--- config.mk ---
export PLATFORM = sky130hd
export DESIGN_NAME = fft_stage_permuter
export DESIGN_NICKNAME = d
export VERILOG_FILES = /design/src/rtl/fft_stage_permuter_pkg.sv /design/src/rtl/fft_index_perm.sv /design/src/rtl/fft_stage_permuter.sv
export SDC_FILE = /design/constraint.sdc
export NUM_CORES = 2
export LEC_CHECK = 0
export BUFFER_PORTS_ARGS = -buffer_cell sky130_fd_sc_hd__buf_4
export CORE_AREA = 2 2 412 414
export CTS_CLUSTER_SIZE = 40
export DETAILED_ROUTE_END_ITERATION = 8
export DIE_AREA = 0 0 414 416
export MAX_ROUTING_LAYER = met4
export PLACE_DENSITY = 0.51
export REMOVE_ABC_BUFFERS = 1
export SETUP_SLACK_MARGIN = 0.4
export SYNTH_ARGS = -nofsm -noshare
export SYNTH_HDL_FRONTEND = slang
export SYNTH_SLANG_ARGS = --single-unit
--- constraint.sdc ---
create_clock -name clk -period 2.2 [get_ports clk]
set_input_delay 0.33 -clock clk [delete_from_list [all_inputs] [get_ports clk]]
set_output_delay 0.33 -clock clk [all_outputs]
set_load 0.03 [all_outputs]
--- src/rtl/fft_stage_permuter_pkg.sv ---
// rtl/fft_stage_permuter_pkg.sv - shared FFT index/mode helpers for the stage permuter
package fft_stage_permuter_pkg;

  localparam int MODE_IDENTITY = 0;

  // Bit-reversal mode number equals the index width of the frame.
  function automatic int mode_bitrev(input int log2n);
    return log2n;
  endfunction

  // Lowest bit of sample k on a packed bus of dw-bit samples.
  function automatic int sample_lsb(input int k, input int dw);
    return k * dw;
  endfunction

  // Source index p(j) for output sample j under a mode; illegal modes fall back to identity.
  function automatic int perm_index(input int j, input int mode, input int log2n);
    int r;
    int b0;
    int bs;
    r = j;
    if (mode == MODE_IDENTITY) begin
      r = j;
    end else if (mode >= 1 && mode < log2n) begin
      b0 = j & 1;
      bs = (j >> mode) & 1;
      r  = (j & ~((1 << mode) | 1)) | bs | (b0 << mode);
    end else if (mode == mode_bitrev(log2n)) begin
      r = 0;
      for (int b = 0; b < 32; b++) begin
        if (b < log2n) r = r | (((j >> b) & 1) << (log2n - 1 - b));
      end
    end
    return r;
  endfunction

endpackage

--- src/rtl/fft_index_perm.sv ---
// rtl/fft_index_perm.sv - combinational mode-selected N-way permutation of one packed bus
module fft_index_perm
  import fft_stage_permuter_pkg::*;
#(
  parameter int DATA_WIDTH = 8,
  parameter int LOG2_N     = 5,
  parameter int SW         = 3
) (
  input  logic [SW-1:0]                          mode,
  input  logic [(1<<LOG2_N)*DATA_WIDTH-1:0]      din,
  output logic [(1<<LOG2_N)*DATA_WIDTH-1:0]      dout
);

  localparam int N = 1 << LOG2_N;

  // Pure wiring per legal mode; anything else (mode 0 or illegal) passes straight through.
  always_comb begin
    dout = din;
    for (int m = 1; m <= LOG2_N; m++) begin
      if (int'(mode) == m) begin
        for (int j = 0; j < N; j++) begin
          dout[sample_lsb(j, DATA_WIDTH) +: DATA_WIDTH] =
            din[sample_lsb(perm_index(j, m, LOG2_N), DATA_WIDTH) +: DATA_WIDTH];
        end
      end
    end
  end

endmodule

--- src/rtl/fft_stage_permuter.sv ---
// rtl/fft_stage_permuter.sv - registered inter-stage FFT index permuter with valid/ready
module fft_stage_permuter
  import fft_stage_permuter_pkg::*;
#(
  parameter int DATA_WIDTH = 8,
  parameter int LOG2_N     = 5,
  parameter int CNT_WIDTH  = 16,
  localparam int SW        = $clog2(LOG2_N + 2),
  localparam int BW        = (1 << LOG2_N) * DATA_WIDTH
) (
  input  logic                 clk,
  input  logic                 rst_n,
  input  logic                 in_valid,
  output logic                 in_ready,
  input  logic [SW-1:0]        in_mode,
  input  logic [BW-1:0]        in_real,
  input  logic [BW-1:0]        in_imag,
  output logic                 out_valid,
  input  logic                 out_ready,
  output logic [BW-1:0]        out_real,
  output logic [BW-1:0]        out_imag,
  output logic [SW-1:0]        out_mode,
  output logic [CNT_WIDTH-1:0] frame_cnt,
  output logic                 mode_err
);

  logic [BW-1:0] perm_real;
  logic [BW-1:0] perm_imag;
  logic          in_xfer;
  logic          out_xfer;
  logic          mode_illegal;

  fft_index_perm #(.DATA_WIDTH(DATA_WIDTH), .LOG2_N(LOG2_N), .SW(SW)) u_perm_real (
    .mode (in_mode),
    .din  (in_real),
    .dout (perm_real)
  );

  fft_index_perm #(.DATA_WIDTH(DATA_WIDTH), .LOG2_N(LOG2_N), .SW(SW)) u_perm_imag (
    .mode (in_mode),
    .din  (in_imag),
    .dout (perm_imag)
  );

  assign in_ready     = !out_valid || out_ready;
  assign in_xfer      = in_valid && in_ready;
  assign out_xfer     = out_valid && out_ready;
  assign mode_illegal = int'(in_mode) > mode_bitrev(LOG2_N);

  // Single output bank: load on accept, drain when delivered with nothing new behind it.
  always_ff @(posedge clk or negedge rst_n) begin
    if (!rst_n) begin
      out_valid <= 1'b0;
      out_real  <= '0;
      out_imag  <= '0;
      out_mode  <= '0;
    end else if (in_xfer) begin
      out_valid <= 1'b1;
      out_real  <= perm_real;
      out_imag  <= perm_imag;
      out_mode  <= in_mode;
    end else if (out_xfer) begin
      out_valid <= 1'b0;
    end
  end

  // Delivered-frame counter, wraps naturally at its width.
  always_ff @(posedge clk or negedge rst_n) begin
    if (!rst_n) begin
      frame_cnt <= '0;
    end else if (out_xfer) begin
      frame_cnt <= frame_cnt + CNT_WIDTH'(1);
    end
  end

  // Sticky flag for any accepted frame carrying an out-of-range mode.
  always_ff @(posedge clk or negedge rst_n) begin
    if (!rst_n) begin
      mode_err <= 1'b0;
    end else if (in_xfer && mode_illegal) begin
      mode_err <= 1'b1;
    end
  end

endmodule
==> flow_results.xml <==
<?xml version="1.0" encoding="UTF-8"?>
<metrics>
  <group name="outcome">
    <metric name="run_status" unit="">completed</metric>
  </group>
  <group name="sta">
    <metric name="actual_slew_at_the_worst_max_slew_pin" unit="ns">1.130</metric>
    <metric name="final.period_utilization" unit="">0.8219</metric>
    <metric name="relative_slew_slack" unit="">0.2438</metric>
    <metric name="grt_setup_unrepaired" unit="">yes</metric>
    <metric name="finalSetupViolCount" unit="">0</metric>
    <metric name="hold_viol_final" unit="">0</metric>
    <metric name="period_needed" unit="ns">1.808</metric>
    <metric name="finalSetupTns" unit="ns">0</metric>
    <metric name="fmax" unit="MHz">553.0</metric>
    <metric name="fin_skew" unit="ns">0.03030</metric>
    <metric name="final-max-slew-violation-count" unit="">0</metric>
    <metric name="post-route-worst-setup-slack" unit="ns">0.3917</metric>
  </group>
  <group name="power_and_ir_drop">
    <metric name="design_power_total" unit="W">0.04062</metric>
    <metric name="cellPowerDensity" unit="nW/um^2">753.1</metric>
    <metric name="max-vdd-ir-drop" unit="uV">562.8</metric>
    <metric name="leakagePower" unit="nW">23.71</metric>
  </group>
  <group name="setup_path">
    <metric name="critical_path.startpoint" unit="">out_ready</metric>
    <metric name="r2r_slack" unit="ns">0.41</metric>
    <metric name="crit_path_start_kind" unit="">input port</metric>
    <metric name="critPathSlowestCell" unit="">sky130_fd_sc_hd__dlygate4sd3_1</metric>
    <metric name="required_time_of_the_critical_path" unit="ns">2.76</metric>
    <metric name="worst_setup_path_end_kind" unit="">flip-flop</metric>
    <metric name="cp_max_fo" unit="">19</metric>
    <metric name="worstPathCellList" unit="">dlygate4sd3_1 &gt; buf_4 &gt; nand2b_4 &gt; buf_12 &gt; and2_4 &gt; buf_4 &gt; buf_12 &gt; buf_12 &gt; buf_16 &gt; o22a_1</metric>
    <metric name="critical_path_class" unit="">input port to flip-flop</metric>
    <metric name="r2r-start" unit="">out_valid</metric>
    <metric name="worst_path_most_repeated_cell" unit="">sky130_fd_sc_hd__buf_12</metric>
    <metric name="timing.critical_path.depth" unit="">10</metric>
    <metric name="critical-path-max-stage-delay" unit="ns">0.54</metric>
    <metric name="worstRegToRegCells" unit="">8</metric>
    <metric name="worst_r2r_endpoint" unit="">out_imag[8]</metric>
    <metric name="worst_path_dominant_cell_family" unit="">buffers and inverters</metric>
    <metric name="worst_ep_arrival_time" unit="ns">2.37</metric>
    <metric name="worstPathBufferInverterCount" unit="">7</metric>
    <metric name="setup.worst_path.end" unit="">out_imag[204]</metric>
  </group>
  <group name="route">
    <metric name="route.detailed.drc" unit="">0</metric>
    <metric name="wl" unit="um">216400</metric>
    <metric name="wl_per_cell" unit="um">27.93</metric>
    <metric name="route.antenna.remaining_nets" unit="">0</metric>
    <metric name="drt-pass1-iter-count" unit="">7</metric>
    <metric name="routed_via_density" unit="">5.306</metric>
    <metric name="starting_drc_count_in_detailed_routing" unit="">4099</metric>
    <metric name="routed-via-count" unit="">41110</metric>
  </group>
  <group name="synth">
    <metric name="synth_ff_type" unit="">sky130_fd_sc_hd__dfrtp_1</metric>
    <metric name="number_of_instances_in_the_synthesized_netlist" unit="">4024</metric>
    <metric name="ys_async_sr_fraction" unit="">1.000</metric>
    <metric name="yosys.area_share.xor_xnor" unit="">0.003827</metric>
    <metric name="syn_area" unit="um^2">34330</metric>
    <metric name="adder_cell_area_share_of_the_yosys_netlist" unit="">0.0003644</metric>
    <metric name="combinational_family_with_the_most_area_after_synthesis" unit="">compound AO/OA/AOI/OAI gates</metric>
    <metric name="area_fraction_in_and_or_nand_and_nor_cells_after_synthesis" unit="">0.1579</metric>
    <metric name="synth_cell_types" unit="">56</metric>
    <metric name="synth_enable_flop_cells" unit="">0</metric>
    <metric name="synth_compound_gate_area_share" unit="">0.3009</metric>
    <metric name="synthesis.yosys.warnings" unit="">0</metric>
    <metric name="post_synth_mux_area_share" unit="">0.08761</metric>
    <metric name="synthesis.area_per_instance" unit="um^2">8.532</metric>
    <metric name="postSynthRegisterBits" unit="">533</metric>
    <metric name="synth_sequential_area_ratio" unit="">0.3885</metric>
  </group>
  <group name="layout">
    <metric name="area_growth_syn_to_layout" unit="%">57.09</metric>
    <metric name="most-common-layout-cells" unit="">sky130_fd_sc_hd__buf_4, sky130_fd_sc_hd__nand2_1, sky130_fd_sc_hd__dfrtp_1</metric>
    <metric name="drive_above_1_share" unit="">0.2848</metric>
    <metric name="fillcell_total" unit="">17670</metric>
    <metric name="finish.net_count" unit="">5964</metric>
    <metric name="post_layout_nonfiller_instances" unit="">7747</metric>
    <metric name="final_common_cell" unit="">sky130_fd_sc_hd__buf_4</metric>
  </group>
  <group name="floorplan">
    <metric name="initial_standard_cell_utilization_of_the_core" unit="">0.2042</metric>
    <metric name="chipHeight" unit="um">416</metric>
    <metric name="rows" unit="">151</metric>
    <metric name="die-area" unit="um^2">172200</metric>
    <metric name="ioPinCount" unit="">1053</metric>
    <metric name="floorplan.die.width" unit="um">414</metric>
    <metric name="core_area" unit="um^2">168100</metric>
  </group>
  <group name="place">
    <metric name="dp.cells" unit="">7115</metric>
    <metric name="hpwl_dp" unit="um">154600</metric>
    <metric name="preCtsSetupSlack" unit="ns">-0.01367</metric>
    <metric name="gp_routability_congestion" unit="">0.9485</metric>
    <metric name="buffer_ports.inserted" unit="">1052</metric>
  </group>
  <group name="clock_network">
    <metric name="h_tree_level_count" unit="">3</metric>
    <metric name="clkLatencyLatePin" unit="ns">0.70</metric>
    <metric name="cts_sinks" unit="">533</metric>
    <metric name="clock-root-buffer" unit="">sky130_fd_sc_hd__clkbuf_16</metric>
    <metric name="clkSlewWorstSetupHoldPaths" unit="ns">0.06</metric>
    <metric name="tritoncts" unit="">built</metric>
    <metric name="clock_path_buffers" unit="">3</metric>
    <metric name="cts_inserted_buffers" unit="">76</metric>
  </group>
  <group name="hold_path">
    <metric name="hold_class" unit="">input port to flip-flop</metric>
  </group>
  <group name="grt">
    <metric name="largest_net_degree_at_the_start_of_global_routing" unit="">72</metric>
    <metric name="groute.usage.overall" unit="">0.2471</metric>
    <metric name="grt_pass1_vias" unit="">39940</metric>
    <metric name="first_pass_grt_wire_length" unit="um">305500</metric>
    <metric name="antenna_found_initial" unit="">31</metric>
    <metric name="grt_overflow" unit="">0</metric>
  </group>
  <group name="run">
    <metric name="maxCapViolations" unit="">0</metric>
  </group>
</metrics>
-- sequential cells by signal (all words and copies together) (netlist names) --
name,flops
mode_err,1
out_mode,3
out_valid,1
frame_cnt,16
out_real,256
out_imag,256
-- cell type report --
cell class / instances / area [um^2] / share of cell area
multi-input cells: 3064 / 19040 / 0.3530
repair buffers: 1764 / 16090 / 0.2984
flip-flops and latches: 533 / 13350 / 0.2476
well taps: 2218 / 2775 / 0.05146
clock buffers: 104 / 2150 / 0.03986
clock inverters: 28 / 410.4 / 0.007609
diodes: 31 / 77.57 / 0.001438
inverters: 5 / 36.28 / 0.0006728
-- worst register-to-register path, cell delays in order, from the launching register on --
cell and delay, ns:
sky130_fd_sc_hd__dfrtp_2 0.44, sky130_fd_sc_hd__nand2b_4 0.10, sky130_fd_sc_hd__buf_12 0.13, sky130_fd_sc_hd__and2_4 0.21, sky130_fd_sc_hd__buf_12 0.14, sky130_fd_sc_hd__buf_16 0.22
sky130_fd_sc_hd__buf_16 0.19, sky130_fd_sc_hd__o21ai_0 0.11, sky130_fd_sc_hd__o21ai_0 0.19
-- worst min-delay path by stage --
stage,startpoint,to,slack [ns],cells after the start
floorplan,rst_n,frame_cnt[0],0.03,0
global placement,rst_n,out_imag[91],0.30,1
detailed placement,rst_n,out_real[58],0.30,1
CTS,in_imag[42],out_imag[42],0.001,4
global route,in_real[51],out_real[99],0.03,3
finish,in_real[51],out_real[99],0.07,3
-- power by group --
group	total, W	switching [W]	internal, W
clock network	0.0131	0.00539	0.00768
registers	0.0128	0.00142	0.0114
logic	0.0148	0.00900	0.00577
-- through the flow --
stage	hold WS [ns]	util	cell area, um^2
after floorplan	0.03441	-	32260
after global placement	0.2977	0.2750	46230
after detailed placement	0.2991	0.2750	46230
after CTS	0.001072	0.3185	53560
after global routing	0.03147	0.3207	53930
final	0.07090	0.3207	53930
-- synth_stat cells (12+ instances only) --
cell type	number	share of area
sky130_fd_sc_hd__nand2_1	1003	0.11
sky130_fd_sc_hd__dfrtp_1	533	0.39
sky130_fd_sc_hd__nor2_1	296	0.032
sky130_fd_sc_hd__a221oi_1	206	0.053
sky130_fd_sc_hd__buf_2	197	0.029
sky130_fd_sc_hd__mux2i_1	188	0.055
sky130_fd_sc_hd__a31oi_1	185	0.034
sky130_fd_sc_hd__clkbuf_1	155	0.017
sky130_fd_sc_hd__a21oi_1	115	0.017
sky130_fd_sc_hd__o21ai_0	108	0.016
sky130_fd_sc_hd__a211oi_1	97	0.021
sky130_fd_sc_hd__o22a_1	89	0.023
sky130_fd_sc_hd__o21ai_1	82	0.012
sky130_fd_sc_hd__o211ai_1	80	0.017
sky130_fd_sc_hd__a21o_1	64	0.014
sky130_fd_sc_hd__a22o_1	64	0.016
sky130_fd_sc_hd__o22ai_1	48	0.0087
sky130_fd_sc_hd__a21boi_0	45	0.0098
sky130_fd_sc_hd__o221ai_1	45	0.011
sky130_fd_sc_hd__and2_1	38	0.0069
sky130_fd_sc_hd__buf_4	38	0.0083
sky130_fd_sc_hd__mux2_2	36	0.012
sky130_fd_sc_hd__a311oi_1	32	0.0082
sky130_fd_sc_hd__mux4_2	32	0.021
sky130_fd_sc_hd__o32ai_1	32	0.0082
sky130_fd_sc_hd__a2bb2oi_1	28	0.0071
sky130_fd_sc_hd__buf_1	19	0.0021
sky130_fd_sc_hd__o21a_1	16	0.0035
sky130_fd_sc_hd__o41ai_1	16	0.0041
sky130_fd_sc_hd__o41ai_2	15	0.0071
sky130_fd_sc_hd__a22oi_1	13	0.0028
sky130_fd_sc_hd__buf_6	13	0.0043
sky130_fd_sc_hd__xnor2_1	13	0.0033
sky130_fd_sc_hd__o31a_1	12	0.0031
-- what timing repair did --
item | CTS | global route
hold buffers | 443 | 0
pin swaps | 0 | 1
cloned | 6 | 6
setup endpoints to repair | 218 | 117
endpoints found under the hold margin | 695 | 0
setup buffers | 5 | 9
resized for setup | 27 | 15
-- cell families (layout without fill, tap and decap cells) --
family	count (synthesis)	count (layout)
AO/OA/AOI/OAI	1407	1407
AND/OR/NAND/NOR	1385	1385
multiplexers	256	256
adder cells (fa/ha/maj)	1	1
buffers and inverters	427	1901
other	0	31
flip-flops	533	533
XOR/XNOR	15	15
-- routing by layer --
layer  wire length (um)  track usage  vias to the layer above
met1              89000       0.3049                    20770
met5                  0            -                        -
li1                   -            -                    17830
met2             102200       0.3942                     2055
met4              10180       0.1090                        0
met3              15010      0.04496                      449
Note: power is estimated with default switching activity, not from simulation.
